[src/rtl/cmsdk_ahb_arb_pkg.sv]
// Shared types for the two-master AHB-to-APB arbiter.
// Master state, owner encoding and HTRANS values.
package cmsdk_ahb_arb_pkg;

  typedef enum logic [1:0] {
    ST_IDLE = 2'b00,
    ST_PEND = 2'b01,
    ST_ACT  = 2'b10
  } mst_state_t;

  typedef enum logic [1:0] {
    OWN_NONE = 2'b00,
    OWN_M0   = 2'b01,
    OWN_M1   = 2'b10
  } owner_t;

  localparam logic [1:0] TRANS_IDLE   = 2'b00;
  localparam logic [1:0] TRANS_NONSEQ = 2'b10;
  localparam logic [1:0] TRANS_SEQ    = 2'b11;

endpackage

[src/rtl/cmsdk_ahb_arb_hold.sv]
// Per-master address-phase hold register and
// IDLE/PEND/ACT state machine with response forwarding.
module cmsdk_ahb_arb_hold
  import cmsdk_ahb_arb_pkg::*;
#(
  parameter int ADDRWIDTH = 16
) (
  input  logic                 clk,
  input  logic                 rst,
  input  logic                 hsel,
  input  logic [ADDRWIDTH-1:0] haddr,
  input  logic [1:0]           htrans,
  input  logic [2:0]           hsize,
  input  logic [3:0]           hprot,
  input  logic                 hwrite,
  input  logic                 hready,
  input  logic                 issue,
  input  logic                 ds_ready,
  input  logic                 ds_resp,
  input  logic [31:0]          ds_rdata,
  output logic                 pend,
  output logic [ADDRWIDTH-1:0] addr,
  output logic [2:0]           size,
  output logic [3:0]           prot,
  output logic                 write,
  output logic                 hreadyout,
  output logic                 hresp,
  output logic [31:0]          hrdata
);

  mst_state_t state;
  logic       act;
  logic       done;
  logic       active_trans;
  logic       cap;

  assign act  = (state == ST_ACT);
  assign done = act & ds_ready;

  assign active_trans = (htrans == TRANS_NONSEQ)
                      | (htrans == TRANS_SEQ);

  // a new transfer may also land on the completing
  // cycle of the previous one (back-to-back)
  assign cap = hsel & active_trans & hready
             & ((state == ST_IDLE) | done);

  always_ff @(posedge clk or posedge rst) begin
    if (rst) begin
      state <= ST_IDLE;
      addr  <= '0;
      size  <= '0;
      prot  <= '0;
      write <= 1'b0;
    end else begin
      if (cap) begin
        addr  <= haddr;
        size  <= hsize;
        prot  <= hprot;
        write <= hwrite;
      end
      unique case (state)
        ST_IDLE: if (cap)   state <= ST_PEND;
        ST_PEND: if (issue) state <= ST_ACT;
        ST_ACT:  if (done)  state <= cap ? ST_PEND : ST_IDLE;
        default:            state <= ST_IDLE;
      endcase
    end
  end

  assign pend      = (state == ST_PEND);
  assign hreadyout = act ? ds_ready : (state != ST_PEND);
  assign hresp     = act & ds_resp;
  assign hrdata    = act ? ds_rdata : '0;

endmodule

[src/rtl/cmsdk_ahb_to_apb_arbiter.sv]
// Two-master round-robin arbiter in front of the
// AHB-to-APB bridge slave port.
module cmsdk_ahb_to_apb_arbiter
  import cmsdk_ahb_arb_pkg::*;
#(
  parameter int ADDRWIDTH = 16
) (
  input  logic                 HCLK,
  input  logic                 HRESET,
  input  logic                 HSELM0,
  input  logic [ADDRWIDTH-1:0] HADDRM0,
  input  logic [1:0]           HTRANSM0,
  input  logic [2:0]           HSIZEM0,
  input  logic [3:0]           HPROTM0,
  input  logic                 HWRITEM0,
  input  logic                 HREADYM0,
  input  logic [31:0]          HWDATAM0,
  input  logic                 HSELM1,
  input  logic [ADDRWIDTH-1:0] HADDRM1,
  input  logic [1:0]           HTRANSM1,
  input  logic [2:0]           HSIZEM1,
  input  logic [3:0]           HPROTM1,
  input  logic                 HWRITEM1,
  input  logic                 HREADYM1,
  input  logic [31:0]          HWDATAM1,
  output logic                 HREADYOUTM0,
  output logic [31:0]          HRDATAM0,
  output logic                 HRESPM0,
  output logic                 HREADYOUTM1,
  output logic [31:0]          HRDATAM1,
  output logic                 HRESPM1,
  output logic                 HSELS,
  output logic [ADDRWIDTH-1:0] HADDRS,
  output logic [1:0]           HTRANSS,
  output logic [2:0]           HSIZES,
  output logic [3:0]           HPROTS,
  output logic                 HWRITES,
  output logic                 HREADYS,
  output logic [31:0]          HWDATAS,
  input  logic                 HREADYOUTS,
  input  logic [31:0]          HRDATAS,
  input  logic                 HRESPS,
  output logic [1:0]           ARB_OWNER
);

  owner_t                 dp_owner;
  owner_t                 last_grant;
  owner_t                 sel;
  logic                   pend0;
  logic                   pend1;
  logic                   issue;
  logic                   issue0;
  logic                   issue1;
  logic [ADDRWIDTH-1:0]   addr0;
  logic [ADDRWIDTH-1:0]   addr1;
  logic [2:0]             size0;
  logic [2:0]             size1;
  logic [3:0]             prot0;
  logic [3:0]             prot1;
  logic                   write0;
  logic                   write1;

  cmsdk_ahb_arb_hold #(.ADDRWIDTH(ADDRWIDTH)) u_hold0 (
    .clk       (HCLK),
    .rst       (HRESET),
    .hsel      (HSELM0),
    .haddr     (HADDRM0),
    .htrans    (HTRANSM0),
    .hsize     (HSIZEM0),
    .hprot     (HPROTM0),
    .hwrite    (HWRITEM0),
    .hready    (HREADYM0),
    .issue     (issue0),
    .ds_ready  (HREADYOUTS),
    .ds_resp   (HRESPS),
    .ds_rdata  (HRDATAS),
    .pend      (pend0),
    .addr      (addr0),
    .size      (size0),
    .prot      (prot0),
    .write     (write0),
    .hreadyout (HREADYOUTM0),
    .hresp     (HRESPM0),
    .hrdata    (HRDATAM0)
  );

  cmsdk_ahb_arb_hold #(.ADDRWIDTH(ADDRWIDTH)) u_hold1 (
    .clk       (HCLK),
    .rst       (HRESET),
    .hsel      (HSELM1),
    .haddr     (HADDRM1),
    .htrans    (HTRANSM1),
    .hsize     (HSIZEM1),
    .hprot     (HPROTM1),
    .hwrite    (HWRITEM1),
    .hready    (HREADYM1),
    .issue     (issue1),
    .ds_ready  (HREADYOUTS),
    .ds_resp   (HRESPS),
    .ds_rdata  (HRDATAS),
    .pend      (pend1),
    .addr      (addr1),
    .size      (size1),
    .prot      (prot1),
    .write     (write1),
    .hreadyout (HREADYOUTM1),
    .hresp     (HRESPM1),
    .hrdata    (HRDATAM1)
  );

  assign HREADYS = (dp_owner == OWN_NONE) | HREADYOUTS;
  assign issue   = HREADYS & (pend0 | pend1);

  always_comb begin
    sel = OWN_NONE;
    unique case (1'b1)
      pend0 & pend1:
        sel = (last_grant == OWN_M0) ? OWN_M1 : OWN_M0;
      pend0 & ~pend1: sel = OWN_M0;
      ~pend0 & pend1: sel = OWN_M1;
      default:        sel = OWN_NONE;
    endcase
  end

  assign issue0 = issue & (sel == OWN_M0);
  assign issue1 = issue & (sel == OWN_M1);

  always_ff @(posedge HCLK or posedge HRESET) begin
    if (HRESET) begin
      dp_owner   <= OWN_NONE;
      last_grant <= OWN_M1;
    end else if (issue) begin
      dp_owner   <= sel;
      last_grant <= sel;
    end else if (HREADYOUTS) begin
      dp_owner   <= OWN_NONE;
    end
  end

  assign HSELS   = issue;
  assign HTRANSS = issue ? TRANS_NONSEQ : TRANS_IDLE;

  always_comb begin
    HADDRS  = '0;
    HSIZES  = '0;
    HPROTS  = '0;
    HWRITES = 1'b0;
    if (issue0) begin
      HADDRS  = addr0;
      HSIZES  = size0;
      HPROTS  = prot0;
      HWRITES = write0;
    end else if (issue1) begin
      HADDRS  = addr1;
      HSIZES  = size1;
      HPROTS  = prot1;
      HWRITES = write1;
    end
  end

  always_comb begin
    HWDATAS = '0;
    unique case (dp_owner)
      OWN_M0:  HWDATAS = HWDATAM0;
      OWN_M1:  HWDATAS = HWDATAM1;
      default: HWDATAS = '0;
    endcase
  end

  assign ARB_OWNER = dp_owner;

endmodule
[config.mk]
export PLATFORM = sky130hd
export DESIGN_NAME = cmsdk_ahb_to_apb_arbiter
export DESIGN_NICKNAME = d
export VERILOG_FILES = /design/src/rtl/cmsdk_ahb_arb_pkg.sv /design/src/rtl/cmsdk_ahb_arb_hold.sv /design/src/rtl/cmsdk_ahb_to_apb_arbiter.sv
export SDC_FILE = /design/constraint.sdc
export NUM_CORES = 1
export LEC_CHECK = 0
export ABC_CLOCK_PERIOD_IN_PS = 1600
export BUFFER_PORTS_ARGS = -buffer_cell sky130_fd_sc_hd__buf_2
export CAP_MARGIN = 20
export CORE_AREA = 2 2 112 114
export DETAILED_ROUTE_END_ITERATION = 10
export DIE_AREA = 0 0 114 116
export PLACE_DENSITY = 0.73
export SLEW_MARGIN = 20
export SYNTH_ARGS = -nofsm -noshare
export SYNTH_HDL_FRONTEND = slang
export SYNTH_SLANG_ARGS = --single-unit
[constraint.sdc]
create_clock -name HCLK -period 1.6 [get_ports HCLK]
set_clock_uncertainty 0.05 [all_clocks]
set_input_delay 0.32 -clock HCLK [delete_from_list [all_inputs] [get_ports HCLK]]
set_output_delay 0.32 -clock HCLK [all_outputs]
set_load 0.05 [all_outputs]
Word level (Yosys, flattened, before mapping)
Index checks and enable logic that the tools add are counted.
Cells by class
  bitwise operators: 24
  multiplexer cells: 28
  reduce and logical (&&, ||, !) cells: 6
  eq/ne operators: 21
Operators by type and width (count)
  $mux 32: 2
  $pmux 32 s2: 1
  $mux 16: 2
  $mux 2: 10
  $pmux 2 s3: 3
  $and 1x1->1: 16
  $eq 2x2->1 const B: 8
  $ne 2x1->1 const B: 6
  $eq 2x1->1 const B: 5
  $mux 4: 2
  $logic_not 2->1: 3
  $mux 1: 6
  $mux 3: 2
  $or 1x1->1: 6
  $reduce_and 3->1: 2
  $ne 2x2->1 const B: 2
  $not 1->1: 2
  $reduce_bool 2->1: 1
Storage, ports and cells
  word-level logic and storage cells: 91
  flip-flop bits (word level): 56

Longest topological paths before layout
  word-level depth: 8
  depth in mapped cells: 7

Cells and area by module
From an unflattened synthesis, not the netlist that was laid out.
Unflattened totals
  cell total of the unflattened synthesis: 328
  area total of the unflattened synthesis: 3701.0 µm²
By module, submodules not included
  cmsdk_ahb_arb_hold: cells each 100, area an instance 1348.8 µm², instances 2
  cmsdk_ahb_to_apb_arbiter: cells each 128, area an instance 1003.5 µm², instances 1

Worst setup path before layout
Ideal clock, no wire load.
  path type: register to output
  start point: register dp_owner[1] (netlist: ARB_OWNER[1])
  end point: output HADDRS[15]
  required time: 1.230 ns
  arrival time: 2.287 ns
  buffers on the path: 0
  slack: -1.057 ns
  stages on the path, launching flop included: 6
  cell sequence: dfrtp_1 inv_1 ha_1 or2_2 o21ai_4 o31ai_1
On the way
  cells in the longest elaborated chain, start to end: 6
  elaborated cells between the ends (all ways): 7
  classes of those cells: mux: 2; bitwise: 4; reduce/logical: 1
Ends and longest elaborated chain
  start: declaration: RTL line cmsdk_ahb_to_apb_arbiter.sv:46  | owner_t dp_owner;
  start signal: assignment: RTL line cmsdk_ahb_to_apb_arbiter.sv:133  | dp_owner <= sel;
  $logic_not 2->1 (*): RTL line cmsdk_ahb_to_apb_arbiter.sv:111  | assign HREADYS = (dp_owner == OWN_NONE) | HREADYOUTS;
  $or 1x1->1 (*): RTL line cmsdk_ahb_to_apb_arbiter.sv:111
  $and 1x1->1 (*): RTL line cmsdk_ahb_to_apb_arbiter.sv:112  | assign issue = HREADYS & (pend0 | pend1);
  $and 1x1->1: RTL line cmsdk_ahb_to_apb_arbiter.sv:126  | assign issue1 = issue & (sel == OWN_M1);
  $mux 16: RTL line cmsdk_ahb_to_apb_arbiter.sv:153  | end else if (issue1) begin
  $mux 16 (*): RTL line cmsdk_ahb_to_apb_arbiter.sv:148  | if (issue0) begin
  end: declaration: RTL line cmsdk_ahb_to_apb_arbiter.sv:33  | output logic [ADDRWIDTH-1:0] HADDRS,
Every way passes the cells marked *; elsewhere a longest branch is shown, timed or not.

Worst setup path after layout
  start point: register last_grant[1]
  end point: output HADDRS[10]
On the way
  cells in the longest elaborated chain, start to end: 7
  elaborated cells between the ends (all ways): 9
  classes of those cells: eq/ne: 3; mux: 4; bitwise: 2
Ends and longest elaborated chain
  start: declaration: RTL line cmsdk_ahb_to_apb_arbiter.sv:47  | owner_t last_grant;
  start signal: assignment: RTL line cmsdk_ahb_to_apb_arbiter.sv:134  | last_grant <= sel;
  $eq 2x1->1 (*): RTL line cmsdk_ahb_to_apb_arbiter.sv:118  | sel = (last_grant == OWN_M0) ? OWN_M1 : OWN_M0;
  $mux 2 (*): RTL line cmsdk_ahb_to_apb_arbiter.sv:118
  $pmux 2 s3 (*): RTL line cmsdk_ahb_to_apb_arbiter.sv:116  | unique case (1'b1)
  $eq 2x2->1: RTL line cmsdk_ahb_to_apb_arbiter.sv:126
  $and 1x1->1: RTL line cmsdk_ahb_to_apb_arbiter.sv:126
  $mux 16: RTL line cmsdk_ahb_to_apb_arbiter.sv:153
  $mux 16 (*): RTL line cmsdk_ahb_to_apb_arbiter.sv:148
Marked as above.

==> flow_metrics.env <==
export IMPL_cp_slowest_stage_delay_ns=0.54
export IMPL_async_flop_share_pct=100
export IMPL_pre_cts_ws_ns=-0.444
export IMPL_ys_types=32
export IMPL_r2r_start="u_hold1.state[0]$_DFFE_PP0P_"
export IMPL_status="finished, violations left"
export IMPL_die_x_um=114
export IMPL_num_rows=40
export IMPL_final_max_slew_viol_count=0
export IMPL_num_vias=4537
export IMPL_dr_max_layer_used="met4"
export IMPL_combPwrFrac_pct=74.5
export IMPL_via_per_inst=5.26
export IMPL_nets=874
export IMPL_drc=0
export IMPL_syn_to_final_growth_pct=127
export IMPL_worstSkewPairLatency_ns=0.29
export IMPL_wl_mm=19.2
export IMPL_synth_nets=542
export IMPL_antenna_left=0
export IMPL_yosysSeqAreaShare_pct=36.3
export IMPL_cp_required_ns=1.23
export IMPL_switching_share_pct=46.1
export IMPL_slowest_stage="dfstp_2"
export IMPL_critPathArrivalTime_ns=1.89
export IMPL_cts_made_buffers=5
export IMPL_ys_warn_count=0
export IMPL_htreeDepth=2
export IMPL_cpLargestDelayFamily="flip-flops"
export IMPL_wl_per_cell_um=22.2
export IMPL_coreArea_mm2=0.0119
export IMPL_ir_drop_mv=0.936
export IMPL_min_period_ns=2.26
export IMPL_wl_met3_mm=1.50
export IMPL_path_buf_inv=2
export IMPL_drive_above_1_share_pct=86.5
export IMPL_p_int_mw=7.00
export IMPL_crit_fanout=10
export IMPL_hold_viol_final=0
export IMPL_grt_max_degree=28
export IMPL_start_kind="flip-flop"
export IMPL_gp_congestion=0.740
export IMPL_r2r_slack_ns=-0.28
export IMPL_clk_path_buf_depth=2
export IMPL_p_sw_mw=6.00
export IMPL_cts_clk_slew_worst_paths_ns=0.08
export IMPL_ioPinCount=286
export IMPL_drtIter0Drc=275
export IMPL_synth_edf_count=0
export IMPL_start_util_pct=32.4
export IMPL_grt_use_total_pct=25.5
export IMPL_path_class="reg2out"
export IMPL_rsz0062_at_grt="true"
export IMPL_chipHeight_um=116
export IMPL_port_buffers=282
export IMPL_synth_ff_type="dfrtp_1"
export IMPL_avgSynthCellArea_um2=10.1
export IMPL_hold_buffers=0
export IMPL_fin_ws_ns=-0.656
export IMPL_end_kind="primary output"
export IMPL_p_leak_nw=3.92
export IMPL_finalCritPeriodShare_pct=141
export IMPL_power_density_mw_per_mm2=1480
export IMPL_cts_tree="built"
export IMPL_dpl_hpwl_mm=11.3
export IMPL_firstDrtPassIters=4
export IMPL_grt_overflow=0
export IMPL_seqPwrFrac_pct=17.0
export IMPL_setup_viol=180
export IMPL_antenna_found_initial=1
export IMPL_ys_seq_elements=56
export IMPL_grt_pass1_wl_mm=26.4
export IMPL_power_mw=13.0
export IMPL_violations="setup timing"
export IMPL_synth_cells=383
export IMPL_critPathLaunch="last_grant[1]$_DFFE_PP1P_"
export IMPL_antennaDiodeCount=0
export IMPL_pwr_share_clk_pct=8.5
export IMPL_root_buffer="clkbuf_16"
export IMPL_cp_cell_sequence="and2b_1 -> o21a_4 -> buf_12 -> o31ai_4 -> buf_6"
export IMPL_drv_cap=0
export IMPL_hold_path_class="in2async"
export IMPL_syn_area_mm2=0.00386
export IMPL_wl_met2_mm=10.2
export IMPL_die_area_mm2=0.0132
export IMPL_grt_pass1_vias=4800
export IMPL_met1_length_mm=6.91
export IMPL_fmax_mhz=443
export IMPL_cts_sinks=56
[cell usage in the layout, fill, tap and decap left out, types with 3 or more instances in the layout]
cell | Yosys | layout
nor2b_4 | 0 | 34
clkbuf_16 | 0 | 10
o2111ai_4 | 0 | 3
o31ai_4 | 0 | 24
buf_12 | 0 | 30
a22oi_2 | 0 | 32
buf_6 | 9 | 82
buf_2 | 6 | 155
mux2_4 | 0 | 25
buf_4 | 4 | 24
and2_4 | 0 | 52
a21oi_4 | 0 | 3
inv_1 | 28 | 25
o2111ai_2 | 0 | 21
mux2_2 | 48 | 23
dfrtp_1 | 55 | 53
nand2_1 | 4 | 3
ha_4 | 0 | 3
and2_2 | 0 | 14
buf_8 | 0 | 67
[routing by layer]
layer | vias up | GRT usage (%)
met3 | 51 | 6.22
met5 | - | 0
met4 | 0 | 8.94
met2 | 237 | 44.6
met1 | 2235 | 30.6
li1 | 2014 | -
[cell families after synthesis]
family	Yosys count	synth area share (%)
buffers and inverters	68	8.94
adder cells (fa/ha/maj)	3	0.971
other	1	0.0970
flip-flops	56	36.3
AND/OR/NAND/NOR	111	17.9
AO/OA/AOI/OAI	95	21.5
multiplexers	49	14.2
[state kept, by name, indices dropped and copies added (netlist names)]
name	flops
u_hold1.size	3
last_grant	2
u_hold0.write	1
u_hold1.write	1
u_hold0.addr	16
u_hold1.prot	4
u_hold0.state	2
u_hold1.addr	16
u_hold0.prot	4
u_hold1.state	2
u_hold0.size	3
ARB_OWNER	2
[power groups by stage]
stage / Sequential, mW / Combinational, mW / Clock (mW)
after global placement: 2.14 / 6.88 / 0
final: 2.21 / 9.69 / 1.10
after global routing: 2.26 / 10.0 / 1.17
after detailed placement: 2.18 / 6.98 / 0
after floorplan: 2.16 / 5.44 / 0
after CTS: 2.17 / 8.87 / 1.11
[synthesized netlist by cell type, drive strengths merged, types with 2 or more instances]
| cell type | instances | area, um2 |
|---|---|---|
| a22oi | 32 | 240 |
| a21oi | 4 | 27.5 |
| o21ai | 4 | 31.3 |
| mux2 | 48 | 541 |
| and2b | 3 | 22.5 |
| o21a | 2 | 15.0 |
| and2 | 66 | 413 |
| nand4b | 2 | 17.5 |
| buf | 19 | 161 |
| nor2b | 34 | 213 |
| nand2 | 4 | 15.0 |
| o2111ai | 24 | 210 |
| o31ai | 25 | 278 |
| ha | 3 | 37.5 |
| inv | 30 | 113 |
| dfrtp | 55 | 1380 |
| clkbuf | 19 | 71.3 |
[worst paths after layout]
check | endpoint | depth (start not counted)
worst max-delay path | HADDRS[10] | 5
worst min-delay path | u_hold0.addr[13]$_DFFE_PP0P_ | 2
worst max register to register | u_hold1.addr[12]$_DFFE_PP0P_ | 6
worst min register to register | last_grant[1]$_DFFE_PP1P_ | 2
max in group asynchronous | u_hold1.addr[7]$_DFFE_PP0P_ | 3
min in group HCLK | u_hold1.addr[9]$_DFFE_PP0P_ | 2
[through the flow]
stage	std cells	hold slack (ns)	TNS, ns	utilization, %	instance area [um2]
after floorplan	383	0.350	-19.26	-	4770
after global placement	815	0.307	-19.50	55.3	6590
after detailed placement	815	0.322	-23.93	55.3	6590
after CTS	847	0.00781	-48.97	68.7	8180
after global routing	863	0.0284	-69.29	73.5	8760
final	863	0.00190	-62.42	73.5	8760
[area by class of cell]
type | count | area (um2)
Clock buffer | 7 | 133
Clock inverter | 1 | 8.76
Fill cell | 694 | 3150
Inverter | 30 | 129
Multi-Input combinational cell | 259 | 3290
Sequential cell | 56 | 1410
Tap cell | 147 | 184
Timing Repair Buffer | 363 | 3610
[repair_timing]
action / in CTS / in global routing
pin swaps: 31 / 59
cloned: 4 / 8
buffers inserted: 20 / 17
hold endpoints to repair: 0 / 0
resized for setup: 345 / 127
endpoints found under the setup margin: 154 / 180
No activity file was read; power rests on OpenSTA's default activity.
